$ cat src/rtl/gpu_fill_cmd_parser.sv
// GP0 fill-rectangle command parser.
// Takes a three-word fill packet from the command FIFO: colour, XY origin,
// then size. It latches the fill registers, fires a one-cycle start pulse to
// the fill engine and holds off further words until the engine reports idle.
//
// Handshake: a word is transferred on a rising edge where i_cmdValid and
// o_cmdReady are both 1. o_cmdReady depends only on the current state, never
// on i_cmdValid. The producer holds i_cmdData stable while i_cmdValid=1 and
// the word has not been transferred.
module gpu_fill_cmd_parser #(
  parameter logic [7:0] FILL_OPCODE = 8'h02
) (
  input  logic               i_clk,
  input  logic               i_rst,
  input  logic [31:0]        i_cmdData,
  input  logic               i_cmdValid,
  output logic               o_cmdReady,
  output logic [7:0]         o_RegR0,
  output logic [7:0]         o_RegG0,
  output logic [7:0]         o_RegB0,
  output logic signed [11:0] o_RegX0,
  output logic signed [11:0] o_RegY0,
  output logic [10:0]        o_RegSizeW,
  output logic [9:0]         o_RegSizeH,
  output logic               o_activateFILL,
  input  logic               i_FILLInactiveNextCycle,
  output logic               o_busy,
  output logic               o_badCmd,
  output logic [2:0]         o_dbgState
);

  typedef enum logic [2:0] {
    S_IDLE      = 3'd0,
    S_GET_XY    = 3'd1,
    S_GET_SIZE  = 3'd2,
    S_LAUNCH    = 3'd3,
    S_WAIT_DONE = 3'd4
  } state_t;

  state_t      state_q, state_d;
  logic [7:0]  r_q, r_d, g_q, g_d, b_q, b_d;
  logic [11:0] x_q, x_d, y_q, y_d;
  logic [10:0] w_q, w_d;
  logic [9:0]  h_q, h_d;
  logic        bad_q, bad_d;
  logic        ready;
  logic        xfer;

  // Transfer strobe: ready is purely state-decoded, so this has no loop.
  assign xfer = i_cmdValid & ready;

  // Next-state, register-capture and output decode.
  always_comb begin
    state_d = state_q;
    r_d     = r_q;
    g_d     = g_q;
    b_d     = b_q;
    x_d     = x_q;
    y_d     = y_q;
    w_d     = w_q;
    h_d     = h_q;
    bad_d   = 1'b0;
    ready   = 1'b0;
    case (state_q)
      S_IDLE: begin
        ready = 1'b1;
        if (xfer) begin
          if (i_cmdData[31:24] == FILL_OPCODE) begin
            r_d     = i_cmdData[7:0];
            g_d     = i_cmdData[15:8];
            b_d     = i_cmdData[23:16];
            state_d = S_GET_XY;
          end else begin
            // Unknown opcode: drop the word, flag it, stay put.
            bad_d = 1'b1;
          end
        end
      end
      S_GET_XY: begin
        ready = 1'b1;
        if (xfer) begin
          // X is snapped down to a 16-pixel boundary.
          x_d     = {2'b0, i_cmdData[9:4], 4'b0};
          y_d     = {3'b0, i_cmdData[24:16]};
          state_d = S_GET_SIZE;
        end
      end
      S_GET_SIZE: begin
        ready = 1'b1;
        if (xfer) begin
          // Width rounds up to a multiple of 16; 11 bits so 0x3F1..0x3FF reach 0x400.
          w_d     = ({1'b0, i_cmdData[9:0]} + 11'd15) & 11'h7F0;
          h_d     = {1'b0, i_cmdData[24:16]};
          state_d = S_LAUNCH;
        end
      end
      S_LAUNCH: begin
        state_d = S_WAIT_DONE;
      end
      S_WAIT_DONE: begin
        if (i_FILLInactiveNextCycle) begin
          state_d = S_IDLE;
        end
      end
      default: begin
        state_d = S_IDLE;
      end
    endcase
  end

  // State and fill-register storage; reset abandons any packet in flight.
  always_ff @(posedge i_clk or posedge i_rst) begin
    if (i_rst) begin
      state_q <= S_IDLE;
      r_q     <= 8'd0;
      g_q     <= 8'd0;
      b_q     <= 8'd0;
      x_q     <= 12'd0;
      y_q     <= 12'd0;
      w_q     <= 11'd0;
      h_q     <= 10'd0;
      bad_q   <= 1'b0;
    end else begin
      state_q <= state_d;
      r_q     <= r_d;
      g_q     <= g_d;
      b_q     <= b_d;
      x_q     <= x_d;
      y_q     <= y_d;
      w_q     <= w_d;
      h_q     <= h_d;
      bad_q   <= bad_d;
    end
  end

  assign o_cmdReady     = ready;
  assign o_RegR0        = r_q;
  assign o_RegG0        = g_q;
  assign o_RegB0        = b_q;
  assign o_RegX0        = x_q;
  assign o_RegY0        = y_q;
  assign o_RegSizeW     = w_q;
  assign o_RegSizeH     = h_q;
  assign o_activateFILL = (state_q == S_LAUNCH);
  assign o_busy         = (state_q != S_IDLE);
  assign o_badCmd       = bad_q;
  assign o_dbgState     = state_q;

endmodule

$ cat config.mk
export PLATFORM = sky130hd
export DESIGN_NAME = gpu_fill_cmd_parser
export DESIGN_NICKNAME = d
export VERILOG_FILES = /design/src/rtl/gpu_fill_cmd_parser.sv
export SDC_FILE = /design/constraint.sdc
export NUM_CORES = 1
export LEC_CHECK = 0
export BUFFER_PORTS_ARGS = -buffer_cell sky130_fd_sc_hd__buf_2
export CAP_MARGIN = 5
export CELL_PAD_IN_SITES_DETAIL_PLACEMENT = 0
export CELL_PAD_IN_SITES_GLOBAL_PLACEMENT = 1
export CORE_ASPECT_RATIO = 1.1
export CORE_MARGIN = 2
export CORE_UTILIZATION = 38
export CTS_BUF_LIST = sky130_fd_sc_hd__clkbuf_8
export CTS_CLUSTER_SIZE = 12
export DETAILED_ROUTE_END_ITERATION = 6
export GPL_TIMING_DRIVEN = 0
export PLACE_DENSITY = 0.83
export SYNTH_ARGS = -nofsm -noshare
export SYNTH_HDL_FRONTEND = slang
export SYNTH_SLANG_ARGS = --single-unit
$ cat constraint.sdc
create_clock -name i_clk -period 2.4 [get_ports i_clk]
set_input_delay 0.48 -clock i_clk [delete_from_list [all_inputs] [get_ports i_clk]]
set_output_delay 0.48 -clock i_clk [all_outputs]
set_load 0.05 [all_outputs]
==> reports/results.txt, run 1 <==
most frequent cells in the layout -> buf_2, dfrtp_1, mux2_2, mux2_4, buf_4
post-synthesis async set-or-reset flop share -> 100%
CP startpoint -> o_dbgState[1]
syn avg cell area -> 14.6 um2
post-synthesis sequential area ratio -> 56.6%
placed inst area -> 3260 um2
post-CTS sizing -> 0
Placer Congestion -> 0.697
WP data arrival -> 1480 ps
Worst Path Required -> 1920 ps
I/O Buffers -> 97
hold buffers post-CTS -> 0
FF-to-FF Start -> o_dbgState[0]
setup repair bufs after CTS -> 0
Synth Flop Type -> dfrtp_1
MaxCap Viol Count -> 0
worst r2r dst -> o_RegSizeW[4]
PD cells -> 1320 nW/um2
final WL -> 5.42 mm
end point of the critical path -> o_busy
CP startpoint kind -> register
Top cell by count, worst path -> buf_2
first-pass GRT wire length -> 9.23 mm
drt first pass iters -> 4
Fillers -> 603
WS Path Type -> reg -> out
area of the multi-input gates -> 998 um2
RSZ-0062 raised after global routing -> false
fin crit share -> 81.7%
post-synthesis cell type count -> 32
R2R depth -> 4
Max H-tree Level -> 3
Tmin final -> 1960 ps
Vias -> 1,780
Rows -> 31
placed cells -> 372
worst slew pin tran -> 616 ps
drc violations -> 0
r2r setup slk -> 560 ps
Area growth, synth to finish -> 32.6%
Synth Register Bits -> 59
DR WL/cell -> 14.0 um
Post-Syn Area -> 2610 um2
Initial Util -> 39.3%
cell count along the critical path -> 3
Crit Path Max Fanout -> 10
Vias/cell -> 4.60
maximum clock frequency -> 510 MHz
grt ovf -> 0
fin. max-slew vios -> 0
clock buffer depth -> 2
share of cells above drive strength 1 -> 63.0%
Ports -> 112
die width -> 83.0 um
number of clock sinks -> 59
hold slack -> 221 ps
endpoint type of the worst setup path -> output pin
top post-synthesis cells by area -> dfrtp_1, mux2_2, mux2_4
max_slew headroom -> 58.8%
clock root cell -> clkbuf_8
Layout Skew -> 4.78 ps
fin util -> 52.1%
largest area contributor in the netlist -> dfrtp_1
cell family with most CP delay -> buffers and inverters
vias in the first global route -> 1,855
FF/Latch Area -> 1480 um2
Iter 0 DRT Violations -> 31
worst min-delay path category -> in -> async
CP max stage delay -> 380 ps
top cell type's share of synthesized area -> 56.6%
die footprint -> 7540 um2
number of synthesized flops with an enable pin -> 0
Core Region -> 6630 um2
Leak -> 1.90 nW
most common cell after layout, fill and taps aside -> buf_2
TritonCTS clock tree -> yes
Bufs and invs on worst path -> 2
final hold vios -> 0
Syn. warnings -> 0
largest net degree at the start of global routing -> 33
worst-skew pair later-pin latency -> 330 ps
final std cells w/o fill -> 387
TritonCTS Buffers -> 9
Post-Syn Instances -> 179
detailed placer's ending HPWL -> 3.95 mm
ANT cells -> 0
setup TNS -> 0 ps
Layout Nets -> 337
Max stage delay cell, worst path -> or3_1
clk slew on worst S/H paths -> 60 ps
number of nets with antenna violations after routing -> 0
CP Cell Sequence -> buf_2 > or3_1 > buf_2
design area -> 3460 um2
antenna violations before repair -> 0
die height -> 90.9 um
worst ir drop on vdd -> 0.711 mV
final setup fails -> 0
status -> finished, final reports clean
GRT Total Usage -> 15.6%
Yosys cell counts, types with 2 or more instances:
master / number
a21oi_1: 7
buf_12: 2
buf_2: 4
buf_4: 15
dfrtp_1: 59
inv_1: 2
mux2_2: 30
mux2_4: 20
nand2_1: 3
nand3_1: 3
nor2_1: 10
xor2_1: 4
metrics by stage:
stage / setup WS (ps) / total power [mW]
2_1_floorplan: 283 / 3.19
3_3_place_gp: -294 / 3.66
3_5_place_dp: 431 / 3.70
4_1_cts: 423 / 4.61
5_1_grt: 377 / 4.78
6_report: 440 / 4.55
registers in the layout, summed over array words and instances (netlist names):
register and flops:
o_RegX0 6, o_RegG0 8, o_dbgState 3, o_RegB0 8, o_RegR0 8, o_RegY0 9
o_badCmd 1, o_RegSizeW 7, o_RegSizeH 9
worst min path at each step:
| stage | endpoint | slack, ps | from |
|---|---|---|---|
| 2_1_floorplan | o_RegSizeW[10] | 630 | i_cmdData[8] |
| 3_3_place_gp | o_RegSizeH[1] | 480 | o_RegSizeH[1] |
| 3_5_place_dp | o_RegR0[3] | 490 | o_RegR0[3] |
| 4_1_cts | o_RegSizeW[7] | 240 | i_rst |
| 5_1_grt | o_RegSizeH[8] | 270 | i_rst |
| 6_report | o_dbgState[2] | 220 | i_rst |
final cells by class:
cell class                 count  share of cell area, %
sequential                    59                   42.7
multi-input combinational    110                   28.9
timing repair buffer          98                   14.6
buffer                        21                   4.99
clock buffer                  11                   4.38
tap                           82                   2.97
clock inverter                 4                   1.23
inverter                       2                  0.217
per-layer routing:
metal  track usage [%]  vias up  share of wire [%]  routed length, um
met3              4.94       10                6.8                367
met2              23.1       72                 45               2460
met1              20.6      863                 46               2480
met5                 0        -                  0                  0
met4              7.51        0                2.1                112
li1                  -      835                  -                  -
power breakdown:
part / leakage [nW] / internal, mW / switching, mW
Combinational: 1.04 / 0.588 / 1.62
Sequential: 0.754 / 1.30 / 0.152
Clock: 0.108 / 0.521 / 0.369
logic make-up after synthesis:
kind of cell	after synthesis	share of synthesized area, %
flip-flops	59	56.6
multiplexers	50	24.5
AND/OR/NAND/NOR	30	7.63
buffers and inverters	23	6.91
AO/OA/AOI/OAI	11	2.50
XOR/XNOR	5	1.68
other	1	0.144
(Power assumes the default switching activity.)
==> run 2: changes to the inputs <==
- CORE_UTILIZATION: 38 -> 35
- PLACE_DENSITY: 0.83 -> 0.81
- clock period: 2.4 -> 1.6 ns (I/O delays scaled with it)
==> reports/results.txt, run 2 (synthesized netlist as in run 1, its figures left out) <==
clk slew on worst S/H paths -> 70 ps (was 60 ps)
Initial Util -> 35.5% (was 39.3%)
violated checks -> setup timing
most frequent cells in the layout -> buf_2, dfrtp_1, buf_4, mux2_2, mux2_4 (was buf_2, dfrtp_1, mux2_2, mux2_4, buf_4)
final setup fails -> 1 (was 0)
switching power share of the total -> 44.4% (was 47.0%)
CP startpoint kind -> register (unchanged)
WS Path Type -> reg -> out (unchanged)
number of clock sinks -> 59 (unchanged)
Layout Nets -> 353 (was 337)
Core Region -> 7350 um2 (was 6630 um2)
Fillers -> 672 (was 603)
number of nets with antenna violations after routing -> 0 (unchanged)
Area growth, synth to finish -> 43.8% (was 32.6%)
Seq pwr share -> 29.3% (was 31.9%)
final WL -> 6.02 mm (was 5.42 mm)
fin crit share -> 102%
Max H-tree Level -> 3 (unchanged)
PD cells -> 2010 nW/um2 (was 1320 nW/um2)
worst-skew pair later-pin latency -> 330 ps (about the same)
antenna violations before repair -> 0 (unchanged)
Layout Skew -> 4.92 ps (was 4.78 ps)
fin. max-slew vios -> 0 (unchanged)
TritonCTS clock tree -> yes (unchanged)
share of cells above drive strength 1 -> 67.4% (was 63.0%)
MaxCap Viol Count -> 0 (unchanged)
RSZ-0062 raised after global routing -> true (was false)
fin util -> 51.0% (was 52.1%)
most common cell after layout, fill and taps aside -> buf_2 (unchanged)
hold slack -> 2.97 ps (was 221 ps)
met3 usage -> 4.72% (was 4.94%)
DR WL/cell -> 14.7 um (was 14.0 um)
final hold vios -> 0 (unchanged)
vias in the first global route -> 1,769 (was 1,855)
Rows -> 33 (was 31)
Worst Path Required -> 1280 ps (was 1920 ps)
maximum clock frequency -> 610 MHz
Placer Congestion -> 0.728 (was 0.697)
placed inst area -> 3300 um2 (was 3260 um2)
R2R depth -> 5 (was 4)
Crit Path Max Fanout -> 5 (was 10)
drt first pass iters -> 4 (unchanged)
P_int -> 4.20 mW (was 2.41 mW)
GR met2 Demand/Resource -> 23.4% (was 23.1%)
Vias -> 1,849 (was 1,780)
r2r setup slk -> 30 ps (was 560 ps)
worst ir drop on vdd -> 1.10 mV (was 0.711 mV)
status -> finished, violations left (was finished, final reports clean)
drc violations -> 0 (unchanged)
clock buffer depth -> 2 (unchanged)
Leak -> 2.02 nW (was 1.90 nW)
first-pass GRT wire length -> 9.21 mm (was 9.23 mm)
worst r2r dst -> o_RegB0[5] (was o_RegSizeW[4])
detailed placer's ending HPWL -> 3.98 mm (was 3.95 mm)
GRT Max-Usage Layer -> met2 (unchanged)
die width -> 86.3 um (was 83.0 um)
Ports -> 112 (unchanged)
GRT Total Usage -> 15.1% (was 15.6%)
clock root cell -> clkbuf_8 (unchanged)
final worst slack -> -38.4 ps (was 440 ps)
design area -> 3750 um2 (was 3460 um2)
grt met1 use -> 19.3% (was 20.6%)
worst min-delay path category -> in -> async (unchanged)
I/O Buffers -> 97 (unchanged)
grt ovf -> 0 (unchanged)
setup TNS -> -38.4 ps (was 0 ps)
Iter 0 DRT Violations -> 33 (was 31)
Psw -> 3.35 mW (was 2.14 mW)
largest net degree at the start of global routing -> 60 (was 33)
clock power share -> 21.9% (was 19.6%)
endpoint type of the worst setup path -> output pin (unchanged)
Tmin final -> 1640 ps
FF-to-FF Start -> o_dbgState[0] (unchanged)
Vias/cell -> 4.52 (was 4.60)
WP data arrival -> 1320 ps (was 1480 ps)
ANT cells -> 0 (unchanged)
die height -> 94.5 um (was 90.9 um)
TritonCTS Buffers -> 9 (unchanged)
Gate power share -> 48.9% (was 48.5%)
die footprint -> 8150 um2 (was 7540 um2)
## run 2: cell types whose count changed in the layout (fill, tap and decap cells not counted), moves of 2 or more
cell	delta
buf_4	+15
buf_2	-7
buf_6	+7
mux2_2	-5
mux2_4	+5
dfrtp_1	-3
dfrtp_2	+3
bufinv_16	+2
## run 2: metal layers
layer	up-vias	wire, um
met3	15	438
met1	891	2620
met2	71	2850
met5	-	0
li1	872	-
met4	0	107
## run 2: area by class of cell
cell class	count	area, um2	area share (%)
plain buffers	19	175	4.67
repair buffers	116	674	18.0
flip-flops and latches	59	1480	39.5
multi-input cells	110	1060	28.2
clock buffers	10	138	3.67
well taps	87	109	2.90
inverters	2	11.3	0.301
clock inverters	6	104	2.77
## run 2: how the worst max path moves through the flow
stage | cells after the start | start | slack (ps) | end
after floorplan | 4 | o_dbgState[2] | -7 | o_RegX0[4]
after global placement | 6 | i_cmdData[29] | -90 | o_RegB0[4]
after detailed placement | 6 | i_cmdData[29] | -120 | o_RegR0[6]
after CTS | 3 | o_dbgState[2] | -140 | o_busy
after global routing | 2 | o_dbgState[2] | -70 | o_busy
final | 2 | o_dbgState[2] | -40 | o_busy
## run 2: per-stage QoR
step	setup WS [ps]	cells	total power, mW
final	-38.4	409	7.54
after global routing	-68.7	409	7.90
after CTS	-142	399	7.45
after detailed placement	-117	376	5.61
after global placement	-92.8	376	5.56
after floorplan	-6.62	192	4.86
## run 2: power groups by stage
stage / registers [mW] / clock network (mW) / logic, mW
2_1_floorplan: 3.84 / 0 / 1.02
3_3_place_gp: 2.20 / 0 / 3.35
3_5_place_dp: 2.22 / 0 / 3.39
4_1_cts: 2.20 / 1.69 / 3.56
5_1_grt: 2.27 / 1.76 / 3.87
6_report: 2.21 / 1.65 / 3.69
## run 2: repair_timing
item,in CTS,in global routing
hold buffers,0,0
resized for setup,11,13
gates cloned,0,1
endpoints found under the setup margin,21,45
pin swaps,5,3
buffers inserted,7,10
## run 2: worst max-delay path: stages (launching register included)
cell and delay (ps):
dfrtp_2 430, or3_4 400, buf_8 160
